<file path="config.mk">
export PLATFORM = sky130hd
export DESIGN_NAME = if_id_skid_reg
export DESIGN_NICKNAME = d
export VERILOG_FILES = /design/src/rtl/if_id_skid_reg.sv
export SDC_FILE = /design/constraint.sdc
export NUM_CORES = 1
export LEC_CHECK = 0
export CAP_MARGIN = 20
export CORE_AREA = 5 5 118 120
export DETAILED_ROUTE_END_ITERATION = 10
export DIE_AREA = 0 0 123 125
export PLACE_DENSITY = 0.78
export SYNTH_ARGS = -nofsm -noshare
export SYNTH_HDL_FRONTEND = slang
export SYNTH_SLANG_ARGS = --single-unit
</file>
<file path="constraint.sdc">
create_clock -name clock -period 9.6 [get_ports clock]
set_clock_uncertainty 0.1 [all_clocks]
set_input_delay 1.92 -clock clock [delete_from_list [all_inputs] [get_ports clock]]
set_output_delay 1.92 -clock clock [all_outputs]
set_load 0.03 [all_outputs]
</file>
<file path="src/rtl/if_id_skid_reg.sv">
// rtl/if_id_skid_reg.sv - IF/ID pipeline register with 2-entry skid buffer, flush, NOP bubble and stall counter
module if_id_skid_reg #(
    parameter int                 INSTR_WIDTH = 32,
    parameter int                 PC_WIDTH    = 32,
    parameter logic [INSTR_WIDTH-1:0] NOP_INSTR = 32'h0000_0000,
    parameter int                 CNT_WIDTH   = 16
) (
    input  logic                   clock,
    input  logic                   reset,
    input  logic [INSTR_WIDTH-1:0] instruction,
    input  logic [PC_WIDTH-1:0]    pc,
    input  logic                   validIn,
    output logic                   readyOut,
    input  logic                   flush,
    output logic [INSTR_WIDTH-1:0] instructionOut,
    output logic [PC_WIDTH-1:0]    pcOut,
    output logic                   validOut,
    input  logic                   readyIn,
    output logic [1:0]             occupancy,
    output logic [CNT_WIDTH-1:0]   stallCount
);

    // Encoding equals the number of held entries so occupancy is the state itself.
    typedef enum logic [1:0] {
        EMPTY = 2'd0,
        ONE   = 2'd1,
        FULL  = 2'd2
    } state_t;

    state_t                 state_q, state_d;
    logic [INSTR_WIDTH-1:0] main_instr_q, main_instr_d;
    logic [PC_WIDTH-1:0]    main_pc_q, main_pc_d;
    logic [INSTR_WIDTH-1:0] skid_instr_q, skid_instr_d;
    logic [PC_WIDTH-1:0]    skid_pc_q, skid_pc_d;
    logic [CNT_WIDTH-1:0]   stall_cnt_q, stall_cnt_d;

    logic accept;
    logic deliver;

    // Handshake outputs depend only on registered state: no readyIn -> readyOut path.
    assign validOut       = (state_q != EMPTY);
    assign readyOut       = (state_q != FULL);
    assign occupancy      = state_q;
    assign instructionOut = main_instr_q;
    assign pcOut          = main_pc_q;
    assign stallCount     = stall_cnt_q;

    assign accept  = validIn && readyOut;
    assign deliver = validOut && readyIn;

    // Next-state and datapath selection for the main and skid registers.
    always_comb begin
        state_d      = state_q;
        main_instr_d = main_instr_q;
        main_pc_d    = main_pc_q;
        skid_instr_d = skid_instr_q;
        skid_pc_d    = skid_pc_q;

        if (flush) begin
            // Squash everything, including any entry offered this cycle.
            state_d      = EMPTY;
            main_instr_d = NOP_INSTR;
            main_pc_d    = '0;
        end else begin
            case (state_q)
                EMPTY: begin
                    if (accept) begin
                        main_instr_d = instruction;
                        main_pc_d    = pc;
                        state_d      = ONE;
                    end
                end
                ONE: begin
                    if (accept && deliver) begin
                        main_instr_d = instruction;
                        main_pc_d    = pc;
                    end else if (accept) begin
                        skid_instr_d = instruction;
                        skid_pc_d    = pc;
                        state_d      = FULL;
                    end else if (deliver) begin
                        // Bubble: NOP to ID, pc left as the last delivered value.
                        main_instr_d = NOP_INSTR;
                        state_d      = EMPTY;
                    end
                end
                FULL: begin
                    if (deliver) begin
                        main_instr_d = skid_instr_q;
                        main_pc_d    = skid_pc_q;
                        state_d      = ONE;
                    end
                end
                default: begin
                    state_d      = EMPTY;
                    main_instr_d = NOP_INSTR;
                    main_pc_d    = '0;
                end
            endcase
        end
    end

    // Saturating count of cycles where ID holds back a valid entry.
    always_comb begin
        stall_cnt_d = stall_cnt_q;
        if (validOut && !readyIn && (stall_cnt_q != {CNT_WIDTH{1'b1}})) begin
            stall_cnt_d = stall_cnt_q + 1'b1;
        end
    end

    // State, main register and stall counter with synchronous reset.
    always_ff @(posedge clock) begin
        if (reset) begin
            state_q      <= EMPTY;
            main_instr_q <= NOP_INSTR;
            main_pc_q    <= '0;
            stall_cnt_q  <= '0;
        end else begin
            state_q      <= state_d;
            main_instr_q <= main_instr_d;
            main_pc_q    <= main_pc_d;
            stall_cnt_q  <= stall_cnt_d;
        end
    end

    // Skid contents are only meaningful in FULL, so they need no reset.
    always_ff @(posedge clock) begin
        skid_instr_q <= skid_instr_d;
        skid_pc_q    <= skid_pc_d;
    end

endmodule

</file>
# After elaboration in Yosys (flattened, before gate mapping)
# Index checks and enable logic that the tools add are counted.
[classes]
eq_ne = 11
reduce_logical = 13
bitwise = 2
mux = 16
n_addsub = 1
[op_table]
columns = ["cell", "count"]
rows = [
  ["$mux W32", 8],
  ["$pmux W32 S3", 2],
  ["$add A16 B1 Y16 const B", 1],
  ["$ne A16 B16 Y1 const B", 1],
  ["$reduce_and A4 Y1", 3],
  ["$mux W2", 5],
  ["$ne A2 B2 Y1 const B", 5],
  ["$ne A3 B3 Y1 const B", 3],
  ["$pmux W2 S3", 1],
  ["$logic_and A1 B1 Y1", 5],
  ["$reduce_and A3 Y1", 1],
  ["$eq A2 B1 Y1 const B", 1],
  ["$eq A2 B2 Y1 const B", 1],
  ["$logic_not A2 Y1", 1],
  ["$not A1 Y1", 2],
  ["$reduce_bool A2 Y1", 1],
  ["$reduce_or A2 Y1", 1],
  ["$logic_not A1 Y1", 1],
]
[word_totals]
out_inout_bits = 84
reg_bits = 146
word_cells = 49

# Longest topological paths before layout
[logic_depth]
ltp_word = 6
depth_mapped = 8
depth_no_buf = 5

# Worst setup path after synthesis
# Ideal clock, no wire load.
[synth_path]
kind = "input to register"
startpoint = "in readyIn"
endpoint = "reg skid_instr_q[0], enable pin"
t_required_ns = 8.935
arrival_time_ns = 6.595
setup_slack_ns = 2.339
n_path_buf = 1
path_stages = 3
path_cell_list = "buf_6 nand2b_1 nor3_1"
[synth_via]
elab_chain_len = 4
[synth_rtl]
columns = ["item", "line", "rtl"]
rows = [
  ["from (decl)", "18", "input logic readyIn,"],
  ["$logic_and A1 B1 Y1", "49", "assign deliver = validOut && readyIn;"],
  ["$logic_and A1 B1 Y1", "74", "if (accept && deliver) begin"],
  ["$not A1 Y1 (no line)", "--", ""],
  ["$reduce_and A4 Y1 (no line)", "--", ""],
  ["to (signal assigned)", "128", "skid_instr_q <= skid_instr_d;"],
  ["to (decl)", "33", "logic [INSTR_WIDTH-1:0] skid_instr_q, skid_instr_d;"],
]
# Every way passes these cells.
# A chain may end at the register's enable or synchronous reset.

# Worst setup path after layout
[layout_path]
startpoint = "reg state_q[1], in the netlist occupancy[1]"
endpoint = "out readyOut"
[layout_via]
elab_chain_len = 1
[layout_rtl]
columns = ["item", "line", "rtl"]
rows = [
  ["from (decl)", "30", "state_t state_q, state_d;"],
  ["from (signal assigned)", "119", "state_q <= state_d;"],
  ["$ne A2 B2 Y1", "42", "assign readyOut = (state_q != FULL);"],
  ["to (decl)", "13", "output logic readyOut,"],
]
# Every way passes these cells.

==> reports/metrics.yaml <==
run_status:
  status: "finished clean"
cts:
  cts.clk_slew.worst_paths_ns: 0.06
  root_buffer: "clkbuf_16"
  cts_tree: "built"
  ctsHoldBuffers: 0
  clk_latency_ns: 0.41
  cts_buffer_depth: 2
  cts_buffers: 17
  cts.sinks: 146
  htreeDepth: 4
  cts_resized: 0
  post_cts_buffers: 0
setup_path:
  worst-r2r-setup-slack_ns: 6.43
  r2r_cells: 8
  end_kind: "primary output"
  crit_type: "reg -> out"
  rr_startpoint: "occupancy[1]"
  critPathMaxFanout: 27
  cp-start-kind: "register"
  worst_ep_required_time_ns: 7.58
  r2r_end: "pcOut[10]"
  arrival_ns: 2.41
sta:
  drv_slew: 0
  period_minus_slack_ns: 4.43
  finalCritPeriodShare_pct: 46.1
  finalSetupTns_ns: 0
  relSlewSlack_pct: 32.9
  fmax_mhz: 226
  finalHoldViolCount: 0
  worst_slew_pin_slew_ns: 1.01
  finalSetupViolations: 0
  rsz0062_at_grt: "false"
synth:
  avgSynthCellArea_um2: 11.2
  synth_top_family_by_area: "compound AO/OA/AOI/OAI gates"
  synth-adder-area-share_pct: 0.206
  yosys_warnings: 0
  synth_nets: 613
  synth_top_cell_by_area: "edfxtp_1"
  synthSimpleGateAreaFrac_pct: 14.5
  synth_edf_count: 64
  synth_area_um2: 6070
  synth_xor_area_share_pct: 0.144
  yosysSeqAreaShare_pct: 58.7
  synthMuxAreaShare_pct: 0.577
  synth_top_area_share_pct: 31.7
  ys_ff_latch: 146
  synth_ff_type: "dfxtp_1"
  netlist_instances: 543
  synthTopCellsByArea: "edfxtp_1, dfxtp_1, a21oi_1"
  ys_types: 45
  synth_compound_area_share_pct: 21.5
  async_flop_share_pct: 0
placed_design:
  place_area_um2: 7660
  place_congestion: 0.795
  portBuffers: 152
  dpl.hpwl_um: 10200
grt:
  grt_pass1_vias: 4974
  grtUsageTotal_pct: 20.6
  grt_start_max_net_pins: 67
  grt_pass1_wl_um: 25300
  overflow: 0
  grt_antenna_before_repair: 0
drt:
  via_per_inst: 5.65
  drc: 0
  wl_um: 16100
  drt_iter0_markers: 366
  dr.pass1.iters: 5
  antenna_left: 0
  vias: 4891
  wl_per_cell_um: 18.5
min_path:
  hold_depth: 2
  whs_endpoint: "instructionOut[12]"
  hp-class: "reg -> reg"
  hp-start: "instructionOut[12]"
final_layout:
  utilization_pct: 64.1
  drive_above_1_share_pct: 10.9
  nFillCells: 1000
  synthToLayoutAreaGrowth_pct: 36.0
  layout.nets: 748
  diodes: 0
  final_cell_area_um2: 8260
floorplan:
  die_area_um2: 15400
  coreArea_um2: 12900
  num_rows: 42
  die_w_um: 123
  start_util_pct: 47.2
  io_pins: 153
  die_h_um: 125
run:
  cap_violations: 0
power:
  peakVddDrop_uv: 138
  p_total_w: 0.00146
  leakagePower_nw: 2.73
  powerDensity_nw_per_um2: 176
==> Yosys cell counts, types with 6 or more instances <==
cell type / n
a22oi_1: 32
o21ai_1: 22
a211oi_1: 12
a21oi_1: 79
nor3b_1: 32
buf_6: 6
nor2_1: 6
edfxtp_1: 64
clkbuf_1: 30
a211oi_2: 22
buf_2: 8
dfxtp_1: 82
nand2_1: 39
o21ai_0: 18
and2_1: 33
==> cell type report <==
class	count	area (um^2)	share of cell area, %
repair buffers	163	1630	19.8
inverters	3	11.3	0.136
clock buffers	24	482	5.84
flip-flops and latches	146	3560	43.2
well taps	176	220	2.67
clock inverters	7	81.3	0.985
multi-input cells	347	2270	27.4
==> power breakdown <==
group	internal, W	switching [W]	total [W]
Clock	0.000398	0.000232	0.000630
Sequential	0.000663	0.00000878	0.000672
Combinational	0.0000713	0.0000836	0.000155
==> flip-flops by register name, indices dropped and copies added, names as in the netlist <==
signal	flops
occupancy	2
skid_pc_q	32
skid_instr_q	32
instructionOut	32
stallCount	16
pcOut	32
==> through the flow <==
step | cells | hold WS (ns) | setup WS, ns
floorplan | 543 | 0.477 | 2.34
global placement | 833 | 0.343 | 4.95
detailed placement | 834 | 0.349 | 4.85
CTS | 865 | 0.356 | 5.16
global route | 866 | 0.390 | 5.05
finish | 866 | 0.356 | 5.17
==> layer usage <==
metal	global-route usage, %	routed length (um)
met4	7.75	351
met2	34.7	8110
met3	4.97	779
met1	25.6	6830
met5	0	0
==> critical path, stage by stage, from the launching register on <==
cell and delay (ns):
dfxtp_1 0.66, buf_4 0.42, nor2b_4 0.21, inv_1 0.08, clkdlybuf4s50_1 0.62
==> kinds of logic (layout without fill, tap and decap cells) <==
| kind of cell | Yosys count | after routing |
|---|---|---|
| fa+ha+maj | 1 | 1 |
| buf+inv | 50 | 197 |
| simple gates | 146 | 146 |
| flops | 146 | 146 |
| mux | 3 | 3 |
| compound gates | 196 | 196 |
| xor+xnor | 1 | 1 |
==> worst max path at each step <==
stage	start	endpoint	slack (ns)	depth (start not counted)
final	occupancy[1]	readyOut	5.17	4
after global placement	readyIn	pcOut[19]	4.95	6
after detailed placement	readyIn	pcOut[1]	4.85	6
after floorplan	readyIn	skid_instr_q[0]	2.34	3
after CTS	occupancy[1]	readyOut	5.16	4
after global routing	occupancy[1]	readyOut	5.05	4
==> cells in the final DEF, fill, tap and decap left out, drive strengths merged <==
cell type and instances:
a211oi 34, a21boi 1, a21o 1, a21oi 79, a22oi 32, and2 33, and3 1, and4 2
buf 11, bufinv 2, clkbuf 24, clkdlybuf4s50 152, clkinv 6, dfxtp 82, edfxtp 64, ha 1
inv 2, mux2 1, mux2i 2, nand2 39, nand2b 4, nand3 5, nand4 6, nor2 6
nor2b 2, nor3 1, nor3b 32, nor4 1, o21ai 40, o21ba 1, o2bb2ai 2, o31ai 5
o41ai 1, or2 2, or3 7, or4 5, xor2 1
Note: power is estimated with default switching activity, not from simulation.
